==> config.mk <==
export PLATFORM = sky130hd
export DESIGN_NAME = inst_mem_loader
export DESIGN_NICKNAME = d
export VERILOG_FILES = /design/src/rtl/inst_mem_loader.sv
export SDC_FILE = /design/constraint.sdc
export NUM_CORES = 1
export LEC_CHECK = 0
export BUFFER_PORTS_ARGS = -buffer_cell sky130_fd_sc_hd__buf_2
export CORE_MARGIN = 5
export CORE_UTILIZATION = 35
export DETAILED_ROUTE_END_ITERATION = 16
export GPL_TIMING_DRIVEN = 0
export PLACE_DENSITY_LB_ADDON = 0.12
export SLEW_MARGIN = 20
export SYNTH_ARGS = -nofsm -noshare
export SYNTH_HDL_FRONTEND = slang
export SYNTH_SLANG_ARGS = --single-unit
==> constraint.sdc <==
create_clock -name clk_i -period 2.2 [get_ports clk_i]
set_input_delay 0.11 -clock clk_i [delete_from_list [all_inputs] [get_ports clk_i]]
set_output_delay 0.11 -clock clk_i [all_outputs]
set_load 0.02 [all_outputs]
==> src/rtl/inst_mem_loader.sv <==
// Instruction-memory loader: clears the memory, streams num_words_i words into it, then releases the core.
// Optional running checksum output is enabled by defining LOADER_CHECKSUM_EN.
module inst_mem_loader #(
  parameter logic [31:0] BASE_ADDR = 32'h0000_0000,
  parameter logic [31:0] ADDR_STEP = 32'h0000_0004
) (
  input  logic        clk_i,
  input  logic        rst_i,
  input  logic        load_req_i,
  input  logic [7:0]  num_words_i,
  input  logic        in_valid_i,
  input  logic [31:0] in_data_i,
  output logic        in_ready_o,
  output logic        reset_inst_mem_o,
  output logic        wr_inst_mem_o,
  output logic [31:0] write_inst_addr_o,
  output logic [31:0] write_inst_data_o,
  output logic        start_o,
  output logic        load_done_o,
  output logic        busy_o
`ifdef LOADER_CHECKSUM_EN
  ,
  output logic [31:0] checksum_o
`endif
);

  typedef enum logic [2:0] {
    S_IDLE  = 3'd0,
    S_CLR   = 3'd1,
    S_LOAD  = 3'd2,
    S_FLUSH = 3'd3,
    S_RUN   = 3'd4
  } state_t;

  state_t      state_q, state_d;
  logic [7:0]  num_q, num_d;
  logic [7:0]  idx_q, idx_d;
  logic        accept_s;
  logic        xfer_s;
  logic [31:0] addr_s;

  logic        in_ready_q;
  logic        reset_mem_q;
  logic        wr_q;
  logic [31:0] addr_q;
  logic [31:0] data_q;
  logic        start_q;
  logic        done_q;
  logic        busy_q;

  assign accept_s = load_req_i && (num_words_i != 8'd0);
  assign addr_s   = BASE_ADDR + ({24'd0, idx_q} * ADDR_STEP);

  always_comb begin
    state_d = state_q;
    num_d   = num_q;
    idx_d   = idx_q;
    xfer_s  = 1'b0;
    case (state_q)
      S_IDLE, S_RUN: begin
        if (accept_s) begin
          state_d = S_CLR;
          num_d   = num_words_i;
          idx_d   = 8'd0;
        end else begin
          state_d = state_q;
        end
      end
      S_CLR: begin
        state_d = S_LOAD;
      end
      S_LOAD: begin
        xfer_s = in_valid_i;
        if (in_valid_i) begin
          // idx_q tops out at num_q-1 (<= 254), so the increment never wraps
          idx_d = idx_q + 8'd1;
          if (idx_q == (num_q - 8'd1)) begin
            state_d = S_FLUSH;
          end else begin
            state_d = S_LOAD;
          end
        end else begin
          state_d = S_LOAD;
        end
      end
      S_FLUSH: begin
        state_d = S_RUN;
      end
      default: begin
        state_d = S_IDLE;
      end
    endcase
  end

  always_ff @(posedge clk_i) begin
    if (rst_i) begin
      state_q <= S_IDLE;
      num_q   <= 8'd0;
      idx_q   <= 8'd0;
    end else begin
      state_q <= state_d;
      num_q   <= num_d;
      idx_q   <= idx_d;
    end
  end

  // Status outputs are registered from the next state so they line up with state_q.
  always_ff @(posedge clk_i) begin
    if (rst_i) begin
      in_ready_q  <= 1'b0;
      reset_mem_q <= 1'b0;
      start_q     <= 1'b0;
      done_q      <= 1'b0;
      busy_q      <= 1'b0;
    end else begin
      in_ready_q  <= (state_d == S_LOAD);
      reset_mem_q <= (state_d == S_CLR);
      start_q     <= (state_d == S_RUN);
      done_q      <= (state_q == S_FLUSH);
      busy_q      <= (state_d == S_CLR) || (state_d == S_LOAD) || (state_d == S_FLUSH);
    end
  end

  // Write port: pulse on the cycle after each transfer, address/data hold otherwise.
  always_ff @(posedge clk_i) begin
    if (rst_i) begin
      wr_q   <= 1'b0;
      addr_q <= 32'd0;
      data_q <= 32'd0;
    end else begin
      wr_q <= xfer_s;
      if (xfer_s) begin
        addr_q <= addr_s;
        data_q <= in_data_i;
      end
    end
  end

`ifdef LOADER_CHECKSUM_EN
  logic [31:0] cksum_q;

  // Cleared on entry to CLR so it reads zero during the clear cycle.
  always_ff @(posedge clk_i) begin
    if (rst_i) begin
      cksum_q <= 32'd0;
    end else if (state_d == S_CLR) begin
      cksum_q <= 32'd0;
    end else if (xfer_s) begin
      cksum_q <= cksum_q + in_data_i;
    end
  end

  assign checksum_o = cksum_q;
`endif

  assign in_ready_o        = in_ready_q;
  assign reset_inst_mem_o  = reset_mem_q;
  assign wr_inst_mem_o     = wr_q;
  assign write_inst_addr_o = addr_q;
  assign write_inst_data_o = data_q;
  assign start_o           = start_q;
  assign load_done_o       = done_q;
  assign busy_o            = busy_q;

endmodule

==> run metrics <==
met2 capacity usage during global routing 24.3%; number of setup buffers added after CTS 0; global-route usage over all layers 15.0%; overall routed net length 7090 um; Worst IR Drop VDD 0.000246 V; met3 capacity usage during global routing 5.64%; DP Worst Slack 0.124 ns; total standard cell area after synthesis 2730 um2; fraction of layout instances using a drive strength above 1 27.7%; vertical extent of the die 98.3 um; proportion of synthesized flip-flops having asynchronous set or reset 0%; crit-path cells inv_1 > ha_2 > or3b_4 > nor4_4 > o211ai_1 > a221o_1 > and3_1; critical path start-end classification register to register; fraction of the cycle the final worst path needs 89.6%; classification of the worst-slack hold path input pin to register; number of buffers inserted during clock tree synthesis 9; maximum achievable frequency 0.507 GHz; worst slack on hold paths 0.0194 ns; GR Util met1 17.7%; count of cell types in the netlist 34; number of primary I/O pins 114; total setup violations reported at the end of the flow 0; setup repair after global routing missed its margin no; critical path arrival 2.19 ns; Slowest-stage cell, CP or3b_4; max cap viols 0; hold_sp in_data_i[3]; detailed-placement wirelength estimate 5140 um; TritonRoute pass-1 iters 5; maximum root-to-sink buffer count 2; chip width 98.3 um; cell with the most instances after synthesis nand2_1; number of buffer and inverter instances along the worst setup path 1; count of antenna diodes in the layout 0; CTS tree yes; endpoint with the worst hold slack write_inst_data_o[3]; worst reg2reg path startpoint num_q[0]; sequential cell area in the final layout 1300 um2; dominant cells by area after synthesis dfxtp_1 48%, nand2_1 12%, a21oi_1 9.9%; P&R area growth vs syn 39.1%; area of the placeable core 7650 um2; Skew-Pair Late Insertion Delay 0.33 ns; total power of the final layout 2.49 mW; FF+latch count, synth 65; primary flip-flop cell chosen by synthesis mapping dfxtp_1; Required @ worst endpoint 2.42 ns; power per unit of standard cell area 656 nW/um2; run status completed; Post-Route Setup TNS 0 ns; Tmin final 1.97 ns; Slew @ Worst Pin 0.622 ns; standby leakage power 1.66 nW; count of final hold-check violations 0; end of the worst register-to-register path in_ready_o; number of cells on the worst hold path 3; Yosys top cell area share 47.6%; CTS sink count 65; antenna violations before repair 0; via count 2,590; count of input and output buffers 88; Starting Density 35.7%; remaining antenna violation count after routing 0; count of cells along the worst register-to-register path 7; worst slew margin relative to its limit 58.4%; clock-pin slew on the worst setup and hold paths 0.06 ns; sequential element share of the synthesized area 47.6%; violation count after the first detailed-routing iteration 64; crit end category register; worst setup skew after layout 0.00853 ns; H-tree Lvls 3; post-DR wirelength/cell 12.0 um; most used standard cells in the synthesized netlist 90 x nand2_1, 65 x dfxtp_1, 54 x a21oi_1, 24 x buf_4; critical path's top delay family simple AND/OR/NAND/NOR gates; nature of the critical path startpoint register; Root Buffer clkbuf_8; post-synthesis cell count 338; first-pass GRT wire length 11,800 um; maximum fanout count along the critical path 5; final setup slack of the worst path 0.228 ns; GPL Wtd Cong 0.798; total congestion overflow 0; max-slew violations 0; DRC violation count after routing 0; final core occ 49.7%; multi-input gate area in the final layout 1270 um2; fill count 796; worst reg2reg setup slack 0.23 ns; Yosys top cell by area dfxtp_1; final net count 529; number of global-route vias before repair 2,491; detailed-route vias per instance 4.39; DIE AREA 9670 um2; maximum number of pins on one net before global-route repair 12; layer with the highest usage met2; highest cell delay on the worst timing path 0.41 ns; number of enable-type register cells in the synthesized netlist 0; Syn Area/Cell 8.08 um2; number of cell rows 32; total number of yosys warnings 0
-- repair_timing --
action | CTS | global route
hold buffers | 23 | 0
setup endpoints to repair | 0 | 2
hold endpoints to repair | 23 | 0
gates resized for setup | 0 | 4
-- worst reg2reg max path, cell delays in order (launching register included) --
cell and delay [ns]:
dfxtp_1 0.35, inv_1 0.08, ha_2 0.21, or3b_4 0.41
nor4_4 0.22, o211ai_1 0.11, a221o_1 0.30, and3_1 0.19
-- logic make-up (layout without fill, tap and decap cells) --
family | after synthesis | count (layout) | share of synthesized area (%)
xor gates and xnor gates | 14 | 14 | 4.49
adders and majority gates | 2 | 2 | 0.916
AOI/OAI and AO/OA | 61 | 61 | 12.2
buffers and inverters | 47 | 174 | 9.89
other | 1 | 24 | 0.137
DFF | 65 | 65 | 47.6
and+or+nand+nor | 146 | 146 | 24.0
muxes | 2 | 2 | 0.733
-- power breakdown --
part	switching [mW]	internal, mW	total [mW]
Sequential	0.0288	1.22	1.25
Combinational	0.229	0.181	0.410
Clock	0.437	0.400	0.837
-- per-stage QoR --
| stage | area, um2 | std cells |
|---|---|---|
| 2_1_floorplan | 2820 | 361 |
| 3_3_place_gp | 3390 | 551 |
| 3_5_place_dp | 3390 | 551 |
| 4_1_cts | 3780 | 590 |
| 5_1_grt | 3800 | 590 |
| 6_report | 3800 | 590 |
-- per-layer routing --
| metal | vias up | part of all wire, % | routed length, um |
|---|---|---|---|
| met5 | - | 0 | 0 |
| met1 | 1144 | 43 | 3060 |
| met3 | 8 | 7.3 | 520 |
| li1 | 1358 | - | - |
| met2 | 80 | 48 | 3420 |
| met4 | 0 | 1.3 | 91 |
-- area by class of cell --
cell class	count	area share, %
plain buffers	45	6.92
clock buffers	10	3.36
clock inverters	6	0.922
inverters	2	0.198
multi-input cells	249	33.3
flip-flops and latches	65	34.3
well taps	102	3.36
repair buffers	111	17.7
-- state kept, by name (all words and copies together), names as in the netlist --
| name | cells |
|---|---|
| busy_o | 1 |
| wr_inst_mem_o | 1 |
| load_done_o | 1 |
| reset_inst_mem_o | 1 |
| write_inst_data_o | 32 |
| in_ready_o | 1 |
| num_q | 8 |
| idx_q | 8 |
| start_o | 1 |
| state_q | 3 |
| write_inst_addr_o | 8 |
-- layout by cell type (no fill, tap or decap), drive strengths merged --
cell type	instances
clkinvlp	2
xor2	6
or4	3
nor4bb	1
a21oi	54
o211ai	1
clkbuf	24
nand3b	3
or3b	1
clkinv	4
nor4	1
dlygate4sd3	23
nand2	90
buf	119
o31a	1
o21ai	1
and4	1
a311o	1
a211oi	1
nand4	3
conb	24
xnor2	8
nor2	14
dfxtp	65
a221o	1
mux2i	2
nand2b	7
inv	2
a2bb2oi	1
ha	2
and3	3
nor3	4
nand4bb	1
nand3	14
-- worst max path at each step --
stage	from	endpoint	slack (ns)	cells past startpoint
after CTS	num_q[0]	in_ready_o	0.11	7
after detailed placement	num_q[0]	in_ready_o	0.12	7
after global routing	num_q[0]	in_ready_o	0.09	7
final	num_q[0]	in_ready_o	0.23	7
after global placement	num_q[0]	in_ready_o	0.14	7
after floorplan	num_q[0]	in_ready_o	0.30	7
No activity file was read; power rests on OpenSTA's default activity.
